===== src/rtl/mem_port_arbiter_pkg.sv =====
// Shared encodings for the byte-wide RAM port arbiter: access sizes, FSM states,
// requester ownership and the default address width.
package mem_port_arbiter_pkg;

  localparam int unsigned ADDR_W_DEF = 18;

  localparam logic [1:0] SZ_B = 2'b00;
  localparam logic [1:0] SZ_H = 2'b01;
  localparam logic [1:0] SZ_W = 2'b10;

  typedef enum logic [1:0] {
    IDLE,
    RD,
    WR,
    GAP
  } state_e;

  typedef enum logic {
    OWN_IF,
    OWN_MEM
  } owner_e;

  // 2'b11 is treated as a word access, same as SZ_W.
  function automatic logic [2:0] size_bytes(input logic [1:0] sz);
    case (sz)
      SZ_B:    return 3'd1;
      SZ_H:    return 3'd2;
      default: return 3'd4;
    endcase
  endfunction

endpackage


===== src/rtl/mem_port_arbiter.sv =====
// Arbitrates the single byte-wide RAM port between instruction fetch and load/store,
// sequencing multi-byte accesses as back-to-back byte cycles with registered outputs.
module mem_port_arbiter
  import mem_port_arbiter_pkg::*;
#(
  parameter int unsigned ADDR_W = ADDR_W_DEF
) (
  input  logic              clk,
  input  logic              rst_n,
  input  logic              if_req_i,
  input  logic [ADDR_W-1:0] if_addr_i,
  output logic [31:0]       if_data_o,
  output logic              if_done_o,
  input  logic              mem_req_i,
  input  logic              mem_we_i,
  input  logic [1:0]        mem_size_i,
  input  logic [ADDR_W-1:0] mem_addr_i,
  input  logic [31:0]       mem_wdata_i,
  output logic [31:0]       mem_rdata_o,
  output logic              mem_done_o,
  output logic [ADDR_W-1:0] ram_addr_o,
  output logic [7:0]        ram_dout_o,
  output logic              ram_wr_o,
  input  logic [7:0]        ram_din_i,
  output logic              busy_o
);

  state_e            state_q, state_d;
  owner_e            owner_q, owner_d;
  logic [2:0]        n_q, n_d;
  logic [1:0]        k_q, k_d;
  logic [ADDR_W-1:0] base_q, base_d;
  logic [31:0]       data_q, data_d;
  logic [ADDR_W-1:0] ram_addr_q, ram_addr_d;
  logic [7:0]        ram_dout_q, ram_dout_d;
  logic              ram_wr_q, ram_wr_d;
  logic [31:0]       if_data_q, if_data_d;
  logic [31:0]       mem_rdata_q, mem_rdata_d;
  logic              if_done_q, if_done_d;
  logic              mem_done_q, mem_done_d;
  logic              busy_q;

  logic [1:0]        k_inc;
  logic [ADDR_W-1:0] addr_inc;
  logic              last;
  logic [31:0]       rd_word;

  assign k_inc    = k_q + 2'd1;
  assign addr_inc = base_q + ADDR_W'(k_inc);
  assign last     = ({1'b0, k_q} == (n_q - 3'd1));

  // data_q holds the write word during WR and the partially assembled word during RD;
  // it is cleared on read grant so bytes above the access size read back as zero.
  always_comb begin
    rd_word                       = data_q;
    rd_word[{k_q, 3'b000} +: 8]   = ram_din_i;
  end

  always_comb begin
    state_d     = state_q;
    owner_d     = owner_q;
    n_d         = n_q;
    k_d         = k_q;
    base_d      = base_q;
    data_d      = data_q;
    ram_addr_d  = ram_addr_q;
    ram_dout_d  = ram_dout_q;
    ram_wr_d    = 1'b0;
    if_data_d   = if_data_q;
    mem_rdata_d = mem_rdata_q;
    if_done_d   = 1'b0;
    mem_done_d  = 1'b0;

    case (state_q)
      IDLE: begin
        if (mem_req_i) begin
          owner_d    = OWN_MEM;
          n_d        = size_bytes(mem_size_i);
          k_d        = '0;
          base_d     = mem_addr_i;
          ram_addr_d = mem_addr_i;
          if (mem_we_i) begin
            state_d    = WR;
            data_d     = mem_wdata_i;
            ram_dout_d = mem_wdata_i[7:0];
            ram_wr_d   = 1'b1;
          end else begin
            state_d = RD;
            data_d  = '0;
          end
        end else if (if_req_i) begin
          owner_d    = OWN_IF;
          n_d        = 3'd4;
          k_d        = '0;
          base_d     = if_addr_i;
          ram_addr_d = if_addr_i;
          data_d     = '0;
          state_d    = RD;
        end
      end
      RD: begin
        if (owner_q == OWN_IF && !if_req_i) begin
          state_d = IDLE;
        end else begin
          data_d = rd_word;
          if (!last) begin
            k_d        = k_inc;
            ram_addr_d = addr_inc;
          end else begin
            state_d = GAP;
            if (owner_q == OWN_IF) begin
              if_data_d = rd_word;
              if_done_d = 1'b1;
            end else begin
              mem_rdata_d = rd_word;
              mem_done_d  = 1'b1;
            end
          end
        end
      end
      WR: begin
        if (!last) begin
          k_d        = k_inc;
          ram_addr_d = addr_inc;
          ram_dout_d = data_q[{k_inc, 3'b000} +: 8];
          ram_wr_d   = 1'b1;
        end else begin
          state_d    = GAP;
          mem_done_d = 1'b1;
        end
      end
      GAP:     state_d = IDLE;
      default: state_d = IDLE;
    endcase
  end

  always_ff @(posedge clk or negedge rst_n) begin
    if (!rst_n) begin
      state_q     <= IDLE;
      owner_q     <= OWN_IF;
      n_q         <= '0;
      k_q         <= '0;
      base_q      <= '0;
      data_q      <= '0;
      ram_addr_q  <= '0;
      ram_dout_q  <= '0;
      ram_wr_q    <= 1'b0;
      if_data_q   <= '0;
      mem_rdata_q <= '0;
      if_done_q   <= 1'b0;
      mem_done_q  <= 1'b0;
      busy_q      <= 1'b0;
    end else begin
      state_q     <= state_d;
      owner_q     <= owner_d;
      n_q         <= n_d;
      k_q         <= k_d;
      base_q      <= base_d;
      data_q      <= data_d;
      ram_addr_q  <= ram_addr_d;
      ram_dout_q  <= ram_dout_d;
      ram_wr_q    <= ram_wr_d;
      if_data_q   <= if_data_d;
      mem_rdata_q <= mem_rdata_d;
      if_done_q   <= if_done_d;
      mem_done_q  <= mem_done_d;
      busy_q      <= (state_d != IDLE);
    end
  end

  assign if_data_o   = if_data_q;
  assign if_done_o   = if_done_q;
  assign mem_rdata_o = mem_rdata_q;
  assign mem_done_o  = mem_done_q;
  assign ram_addr_o  = ram_addr_q;
  assign ram_dout_o  = ram_dout_q;
  assign ram_wr_o    = ram_wr_q;
  assign busy_o      = busy_q;

endmodule


===== config.mk =====
export PLATFORM = sky130hd
export DESIGN_NAME = mem_port_arbiter
export DESIGN_NICKNAME = d
export VERILOG_FILES = /design/src/rtl/mem_port_arbiter_pkg.sv /design/src/rtl/mem_port_arbiter.sv
export SDC_FILE = /design/constraint.sdc
export NUM_CORES = 1
export LEC_CHECK = 0
export ABC_AREA = 1
export ABC_CLOCK_PERIOD_IN_PS = 2380
export CAP_MARGIN = 40
export CORE_MARGIN = 2
export CORE_UTILIZATION = 30
export CTS_CLUSTER_DIAMETER = 60
export DETAILED_ROUTE_END_ITERATION = 6
export GPL_TIMING_DRIVEN = 0
export PLACE_DENSITY_LB_ADDON = 0.15
export SYNTH_ARGS = -nofsm -noshare
export SYNTH_HDL_FRONTEND = slang
export SYNTH_SLANG_ARGS = --single-unit
export TNS_END_PERCENT = 30

===== constraint.sdc =====
create_clock -name clk -period 2.38 [get_ports clk]
set_input_delay 0.238 -clock clk [delete_from_list [all_inputs] [get_ports clk]]
set_output_delay 0.238 -clock clk [all_outputs]
set_load 0.005 [all_outputs]

==> results by group, run 1 <==
Outcome
  – Status: completed

STA
  – Maximum clock rate: 440 MHz
  – Final hold violation count: 0
  – Max-Slew Margin vs Limit: 0.552
  – Final Setup Violations: 0
  – Clock period minus worst slack: ~2.3 ns
  – Fin. max-slew vios: 0
  – Crit share post-route: 0.955
  – Setup slack after layout: 0.108 ns
  – Clock Skews: 0.0169 ns
  – Actual slew at the worst max-slew pin: 0.672 ns
  – RSZ-0062 raised after global routing: true

Global routing
  – GR Overflow Total: 0
  – Largest net degree at the start of global routing: 111
  – M1 GR Usage: 0.286
  – Met2 GRT Util: 0.314
  – GR Util met3: 0.0387
  – Number of global-route vias before repair: 7441
  – Initial antenna violation count: 0
  – Total Routing Usage GR: 0.199
  – First-pass GRT wire length: approximately 43 mm
  – GRT Max-Usage Layer: met2

Critical path
  – Crit path arrival time: 2.63 ns
  – Max FO, Critical Path: 14
  – Top Family by Delay on Critical Path: buffers and inverters
  – Worst path bufs/invs: 4
  – Crit start category: register
  – Worst EP required: 2.74 ns
  – Crit-path slowest cell: o22ai_1
  – CP Cell Sequence: buf_4 -> inv_8 -> ha_2 -> clkbuf_1 -> nand4_4 -> o22ai_1 -> inv_1 -> o21ai_1
  – Critical Path Sink Type: register
  – WS Path Type: register to register
  – Slowest stage delay, CP: 0.43 ns

Floorplanning
  – Ports: 177
  – Initial Util: 0.305
  – Rows: about 60
  – Die ar.: approximately 28000 um^2
  – Die height: 167 um
  – Die width: ~170 um
  – Core Area: 26000 um^2

Synthesis
  – Sequential area share after synthesis: 0.479
  – Distinct cells, synth: 35
  – Syn nets: ~1200
  – Synth Cell Area: 7940 um^2
  – Synthesized area per cell: 7.38 um^2
  – Synth warn: 0
  – Yosys reg bits: 152
  – Mapped Cells: roughly 1100

Finish
  – Final Cell Area: 10800 um^2
  – Layout area overhead: 36.3%
  – Multi-input gate area: 3600 um^2
  – Most frequent cells in the layout: 430 x nand2_1, 175 x clkdlybuf4s50_1, 152 x dfrtp_1
  – Register area: 3800 um^2
  – ANT cells: 0
  – Fill cells: 2711
  – Layout cell share with drive strength beyond 1: 0.0732
  – Commonest non-fill, non-tap cell in the layout: nand2_1
  – Final non-filler cell total: 1620
  – Nets: between 1000 and 1500
  – Core Util, Final: 0.416

Route
  – Vias: 7738
  – Drt initial violations: roughly 590
  – Drt wl/cell: 17.1 um
  – Detail Route Antenna Nets: 0
  – Drt first pass iters: 5
  – DR vias/cell: ~4.8
  – Total wire length: approximately 28 mm
  – Drt drc: 0

Place
  – Post-DP Area: a little over 10000 um^2
  – Post-Place Worst Slack: -0.698 ns
  – DP Cell Count: 1587
  – GPL Wtd Cong: 0.915
  – DPL Wire Length: 20.5 mm
  – I/O Buffers: 176

Clock network
  – H-tree depth: 4
  – Clock-pin slew on the worst setup and hold paths: 0.07 ns
  – Clock sink total: 152
  – CTS root buffer: clkbuf_16
  – CTS tree: done
  – Clock Latency Late Sink: 0.44 ns
  – Clock tree buffer depth: 2
  – Inserted Clock Buffers: 17

Job
  – Maxcap violations: 0

Min path
  – Tightest Hold Check Type: input port to async pin

Power
  – Power per cell area: 1330 nW/um^2
  – Total power: between 10 and 15 mW
  – LEAKAGE: 5.05 nW
  – VDD IR max: about 0.55 mV
-- per-stage QoR --
stage	TNS, ns	hold WS, ns
after floorplan	0	-0.0576
after global placement	-907.03	0.456
after detailed placement	-52.39	0.158
after CTS	0	0.288
after global routing	-0.0550	0.304
final	0	0.278
-- synth_stat cells --
master	count	area [um^2]
o21ai_0	94	470
o32ai_1	1	8.76
nand2_1	433	1630
nand3_2	2	20.0
dfrtp_1	152	3800
o22ai_1	27	169
nand2_2	2	12.5
nand3b_1	1	7.51
fa_1	1	20.0
buf_4	4	30.0
nand3_1	45	225
xor2_1	4	35.0
nand4_4	1	21.3
xnor2_1	1	8.76
buf_2	24	120
clkbuf_2	1	5.00
ha_1	12	150
buf_6	2	22.5
o21ai_1	26	130
nor2_1	61	229
clkinv_1	2	7.51
nor3_1	4	20.0
a21boi_1	2	15.0
a21oi_1	38	190
a31oi_1	8	50.1
clkbuf_1	24	90.1
inv_2	3	11.3
nand4_1	6	37.5
buf_1	2	7.51
nor2_2	2	12.5
o211ai_2	1	12.5
inv_1	81	304
o211ai_1	5	37.5
a31o_2	2	17.5
mux2i_1	1	10.0
-- area by class of cell --
class | count | share of cell area
Sequential cell | 152 | 0.351
Timing Repair Buffer | 179 | 0.167
Buffer | 56 | 0.0256
Multi-Input combinational cell | 780 | 0.333
Clock buffer | 17 | 0.0393
Tap cell | 335 | 0.0387
Clock inverter | 15 | 0.0141
Inverter | 86 | 0.0305
-- registers in the layout (all words and copies together) (netlist names), 2 cells and up --
register and cells:
base_q 18, data_q 32, if_data_o 32, k_q 2, mem_rdata_o 32, n_q 3
ram_addr_o 18, ram_dout_o 8, state_q 2
-- cell families (layout without fill, tap and decap cells) --
family	Yosys count	after routing	synth area share
muxes	1	1	0.00126
buffers and inverters	143	353	0.0753
DFF	152	152	0.479
xor gates and xnor gates	5	5	0.00552
and+or+nand+nor	557	557	0.279
adders and majority gates	13	13	0.0214
AOI/OAI and AO/OA	204	204	0.139
-- worst paths after layout --
check                              startpoint             end  slack [ns]  cells after the start
worst min register to register  if_data_o[27]   if_data_o[27]        0.47                      2
worst max register to register         k_q[0]  mem_rdata_o[1]        0.11                      8
min in group clk                if_addr_i[11]      base_q[11]        0.39                      3
max in group asynchronous               rst_n   ram_dout_o[0]        1.21                      3
worst min-delay path                    rst_n    if_data_o[0]        0.28                      2
worst max-delay path                   k_q[0]  mem_rdata_o[1]        0.11                      8
-- report_power, final --
group,switching [mW],internal (mW)
registers,0.640,3.65
logic,4.48,2.85
clock network,1.27,1.48
-- metal layers --
metal / wire length [um] / part of all wire / vias up
met4: 241 / 0.0087 / 0
met5: 0 / 0 / -
met3: 1420 / 0.051 / 23
li1: - / - / 3854
met2: 12500 / 0.45 / 230
met1: 13500 / 0.49 / 3631
-- timing repair --
action                                  4_1_cts  5_1_grt
pin swaps                                     0        0
endpoints found under the setup margin      120       17
gates cloned                                  0        0
hold endpoints to repair                     42        0
hold buffers                                  1        0
setup buffers                                 1        0
gates resized for setup                      13        9
Note: power is estimated with default switching activity, not from simulation.
==> run 2: changes to the inputs <==
- CORE_MARGIN: 2 -> 4
- CORE_UTILIZATION: 30 -> 36
==> run 2 against run 1 <==
Net effect: power up 0.11%; combinational power about the same; hold slack better by 0.085 ns; sequential cell count unchanged; clock power up 2%; final area about the same; global-route usage up 1.8 points; register-to-register slack better by 0.05 ns; first-iteration DRC count down 12%; non-clock buffer count down 3; sequential power about the same; critical path depth down 1; critical endpoint is now data_q[23]; highest routed layer unchanged.
==> results by group, run 2 (synthesis gave the netlist of run 1 again) <==
Place
  – GPL Wtd Cong: 0.923
  – Post-DP Area: between 10000 and 15000 um^2
  – DP Cell Count: about 1500
  – Post-Place Worst Slack: -0.630 ns
  – DPL Wire Length: 19.7 mm
  – I/O Buffers: about 180

Clock network
  – Clock Latency Late Sink: 0.43 ns
  – Clock sink total: 152
  – Clock tree buffer depth: 2
  – CTS tree: done
  – Inserted Clock Buffers: 17
  – H-tree depth: 4
  – Clock-pin slew on the worst setup and hold paths: 0.07 ns
  – CTS root buffer: clkbuf_16

Min path
  – Tightest Hold Check Type: input port to async pin

Critical path
  – Flop-to-flop setup slack: 0.15 ns
  – Worst reg2reg path endpoint: data_q[23]
  – Max FO, Critical Path: 14
  – Crit path arrival time: 2.58 ns
  – Crit start category: register
  – Crit path from: k_q[0]
  – Critical Path Sink Type: register
  – Reg2Reg Depth: 7
  – Worst EP required: 2.73 ns
  – R2R Path Start: k_q[0]
  – WS Path Type: register to register

Floorplanning
  – Die width: 156 um
  – Ports: 177
  – Initial Util: 0.365
  – Core Area: 21800 um^2
  – Die ar.: 24500 um^2
  – Rows: 54
  – Die height: between 150 and 200 um

Global routing
  – Number of global-route vias before repair: 7472
  – First-pass GRT wire length: between 40 and 50 mm
  – Largest net degree at the start of global routing: about 80
  – Initial antenna violation count: 0
  – Total Routing Usage GR: 0.217
  – GR Overflow Total: 0

STA
  – RSZ-0062 raised after global routing: false
  – Fin Hold WS: 0.363 ns
  – Final Setup Violations: 0
  – Fin. max-slew vios: 0
  – Actual slew at the worst max-slew pin: roughly 0.65 ns
  – Clock Skews: 0.0110 ns
  – Setup slack after layout: ~0.15 ns
  – Crit share post-route: 0.935
  – Final hold violation count: 0
  – Maximum clock rate: 449 MHz
  – Max-Slew Margin vs Limit: 0.565
  – Clock period minus worst slack: around 2.2 ns

Finish
  – Multi-input gate area: 3650 um^2
  – Final non-filler cell total: 1562
  – Layout cell share with drive strength beyond 1: 0.0788
  – Nets: 1365
  – Layout area overhead: 36.2%
  – Commonest non-fill, non-tap cell in the layout: nand2_1
  – Core Util, Final: 0.497
  – Fill cells: 2157
  – Final Cell Area: between 10000 and 15000 um^2
  – Register area: 3800 um^2
  – Most frequent cells in the layout: 430 x nand2_1, 175 x clkdlybuf4s50_1, 151 x dfrtp_1
  – ANT cells: 0

Route
  – Total wire length: 26.4 mm
  – Vias: 7631
  – Drt drc: 0
  – Drt initial violations: 523
  – Drt wl/cell: 16.9 um
  – Drt first pass iters: 5
  – DR vias/cell: 4.89
  – Detail Route Antenna Nets: 0

Job
  – Maxcap violations: 0

Power
  – VDD IR max: slightly below 0.6 mV
  – LEAKAGE: 5.06 nW
  – Clock power share: 0.195
  – Combinational share of power: 0.507
  – Int Pwr: 8.18 mW
  – Sw Pwr: 6.21 mW
  – Sw Share: 0.431
  – Power per cell area: 1330 nW/um^2
  – Sequential power share: 0.298

Outcome
  – Status: completed
==> run 2: cell types whose count changed in the layout (fill, tap and decap cells not counted), sizes merged <==
cell,change
inv,-7
clkinvlp,+1
buf,-1
clkbuf,-1
bufinv,+2
clkinv,+3
==> run 2: power groups by stage <==
| stage | Combinational (mW) | Clock, mW | Sequential (mW) |
|---|---|---|---|
| 6_report | 7.30 | 2.80 | 4.29 |
| 2_1_floorplan | 4.10 | 0 | 4.24 |
| 5_1_grt | 8.18 | 2.97 | 4.43 |
| 4_1_cts | 7.24 | 2.85 | 4.29 |
| 3_5_place_dp | 7.11 | 0 | 4.31 |
| 3_3_place_gp | 7.05 | 0 | 4.32 |
==> run 2: final cells by class <==
| cell class | instances | share of cell area |
|---|---|---|
| Inverter | 86 | 0.0306 |
| Multi-Input combinational cell | 780 | 0.337 |
| Clock buffer | 18 | 0.0397 |
| Clock inverter | 14 | 0.0160 |
| Buffer | 54 | 0.0252 |
| Timing Repair Buffer | 178 | 0.167 |
| Tap cell | 280 | 0.0324 |
| Sequential cell | 152 | 0.352 |
==> run 2: how the worst max path moves through the flow <==
stage	end	slack, ns	cells after the start
after global placement	ram_dout_o[3]	-5.43	1
final	data_q[23]	0.15	7
after floorplan	ram_addr_o[13]	0.02	12
after global routing	ram_addr_o[16]	0.02	13
after CTS	ram_addr_o[14]	0.008	12
after detailed placement	data_q[19]	-0.63	9
==> run 2: what timing repair did <==
action,4_1_cts,5_1_grt
gates resized for setup,15,17
setup buffers,0,0
hold buffers,1,0
hold endpoints to repair,72,0
setup endpoints to repair,120,35
==> run 2: routing by layer <==
layer,routed length (um),GRT usage
met4,363,0.0570
met1,12400,0.318
met3,1610,0.0376
met5,0,0
met2,12000,0.333
==> run 2: metrics by stage <==
step | power (mW) | TNS [ns]
6_report | 14.4 | 0
5_1_grt | 15.6 | 0
4_1_cts | 14.4 | 0
3_5_place_dp | 11.4 | -46.67
3_3_place_gp | 11.4 | -870.09
2_1_floorplan | 8.33 | 0
==> run 2: critical path: stages (launching register included) <==
cell and delay [ns]:
dfrtp_2 0.44, buf_6 0.16, inv_8 0.11, ha_1 0.57, nand3_2 0.37, o22ai_2 0.27
o211ai_1 0.13, o21ai_0 0.11
==> run 3: changes to the inputs <==
- CTS_BUF_LIST: unset -> sky130_fd_sc_hd__clkbuf_2
- GPL_ROUTABILITY_DRIVEN: unset -> 0
==> run 3 against run 2 <==
Net effect: the flow now finishes with violations (design-rule violations); non-clock buffer count is 11 higher; sequential cell count unchanged; power is 7.3% lower; worst setup slack lost 0.065 ns; die area did not move; critical path type unchanged.
==> results by group, run 3 (synthesis gave the netlist of run 1 again) <==
Outcome
  – Failing checks: design-rule violations
  – Status: finished, violations left

Critical path
  – Worst reg2reg path endpoint: mem_rdata_o[1]
  – Crit-path slowest cell: dfrtp_1
  – Slowest stage delay, CP: 0.45 ns
  – Reg2Reg Depth: 8
  – Top Family by Delay on Critical Path: buffers and inverters
  – Max FO, Critical Path: 14
  – WS Path Type: register to register
  – R2R Path Start: k_q[0]
  – Worst EP required: 3.07 ns
  – Flop-to-flop setup slack: 0.09 ns
  – CP Cell Sequence: buf_6 -> inv_6 -> ha_2 -> clkbuf_1 -> nand4_4 -> o22ai_1 -> inv_1 -> o21ai_1
  – Critical Path Sink Type: register
  – Crit start category: register
  – Crit path arrival time: 2.98 ns
  – Worst path bufs/invs: 4

STA
  – Clock Skews: 0.0462 ns
  – Actual slew at the worst max-slew pin: 0.626 ns
  – Final Setup Violations: 0
  – Clock period minus worst slack: between 2 and 2.5 ns
  – Max-Slew Margin vs Limit: 0.582
  – Fin. max-slew vios: 0
  – Crit share post-route: 0.963
  – Final hold violation count: 0
  – RSZ-0062 raised after global routing: true
  – Maximum clock rate: around 440 MHz
  – Fin Hold WS: 0.0882 ns

Floorplanning
  – Die height: 156 um
  – Die width: 156 um
  – Rows: 54
  – Core Area: 21800 um^2
  – Ports: 177
  – Die ar.: about 24000 um^2
  – Initial Util: 0.365

Finish
  – Multi-input gate area: 3590 um^2
  – Layout area overhead: 33.1%
  – Most frequent cells in the layout: 431 x nand2_1, 175 x clkdlybuf4s50_1, 152 x dfrtp_1
  – Fill cells: 2261
  – Nets: 1376
  – Layout cell share with drive strength beyond 1: 0.0696
  – Register area: roughly 3800 um^2
  – Final Cell Area: ~11000 um^2
  – Commonest non-fill, non-tap cell in the layout: nand2_1

Power
  – Clock power share: 0.137
  – Sw Pwr: 6.05 mW
  – Sequential power share: 0.320
  – VDD IR max: 0.475 mV
  – Sw Share: 0.453
  – LEAKAGE: 4.98 nW
  – Power per cell area: 1260 nW/um^2
  – Combinational share of power: 0.543
  – Int Pwr: 7.30 mW

Job
  – Maxcap violations: 0

Route
  – Vias: 7774
  – Drt first pass iters: 7
  – DR vias/cell: 4.94
  – Total wire length: 26.2 mm
  – Detail Route Antenna Nets: 0
  – Drt drc: 1
  – Drt wl/cell: about 17 um
  – Drt initial violations: 678

Min path
  – Min-delay src: if_addr_i[0]
  – Worst Hold Endpoint: base_q[0]
  – WHS Path Cells: 3
  – Tightest Hold Check Type: input port to register

Clock network
  – Clock sink total: 152
  – CTS tree: done
  – Clock-pin slew on the worst setup and hold paths: 0.23 ns
  – H-tree depth: 4
  – CTS root buffer: clkbuf_2
  – Clock tree buffer depth: 2
  – Inserted Clock Buffers: 17
  – Clock Latency Late Sink: 0.75 ns

Place
  – I/O Buffers: about 180
  – DPL Wire Length: roughly 20 mm
  – Post-DP Area: about 10000 um^2

Global routing
  – First-pass GRT wire length: 41.4 mm
  – Initial antenna violation count: 1
  – GR Overflow Total: 0
  – Number of global-route vias before repair: around 7400
  – Total Routing Usage GR: 0.217
  – Largest net degree at the start of global routing: 119
run 3: timing repair:
| item | 4_1_cts | 5_1_grt |
|---|---|---|
| hold buffers | 9 | 1 |
| setup endpoints to repair | 120 | 77 |
| gates resized for setup | 6 | 13 |
| endpoints found under the hold margin | 155 | 1 |
| buffers inserted | 1 | 0 |
| pin swaps | 0 | 0 |
run 3: worst reg2reg max path, cell delays in order, from the launching register on:
cell and delay, ns:
dfrtp_1 0.45, buf_6 0.16, inv_6 0.13, ha_2 0.18, clkbuf_1 0.40, nand4_4 0.23
o22ai_1 0.42, inv_1 0.14, o21ai_1 0.15
run 3: metrics by stage:
stage               total power, mW  setup slack [ns]  utilization  cells  TNS (ns)
floorplan                      8.33            0.0219            -   1075         0
global placement               11.3             -5.41        0.462   1531   -866.08
finish                         13.3            0.0892        0.486   1574         0
global route                   14.5           -0.0248        0.486   1574   -0.0667
detailed placement             11.4            -0.612        0.463   1532    -46.41
CTS                            13.3           -0.0322        0.483   1573   -0.0322
run 3: worst max path at each step:
stage	startpoint	to	slack (ns)	cells after the start
global placement	rst_n	if_data_o[16]	-5.41	1
detailed placement	k_q[0]	ram_addr_o[13]	-0.61	12
finish	k_q[0]	mem_rdata_o[1]	0.09	8
global route	k_q[0]	ram_addr_o[16]	-0.02	13
floorplan	k_q[0]	ram_addr_o[13]	0.02	12
CTS	k_q[0]	data_q[28]	-0.03	11
run 3: metal layers:
| layer | global-route usage | routed length, um | share of wire |
|---|---|---|---|
| met2 | 0.339 | 12000 | 0.46 |
| met5 | 0 | 0 | 0 |
| met1 | 0.309 | 12100 | 0.46 |
| met4 | 0.0517 | 415 | 0.016 |
| met3 | 0.0467 | 1760 | 0.067 |
run 3: layout make-up:
cell class / instances / area share
flip-flops and latches: 152 / 0.360
well taps: 280 / 0.0332
diodes: 1 / 0.000237
plain buffers: 55 / 0.0262
inverters: 86 / 0.0310
clock buffers: 18 / 0.00853
clock inverters: 14 / 0.0206
multi-input cells: 780 / 0.339
repair buffers: 188 / 0.181
run 3: power groups by stage:
stage	sequential [mW]	combinational [mW]	clock [mW]
after floorplan	4.24	4.10	0
after global placement	4.33	7.02	0
after detailed placement	4.32	7.10	0
after CTS	4.27	7.20	1.88
after global routing	4.41	8.16	1.96
final	4.27	7.24	1.83
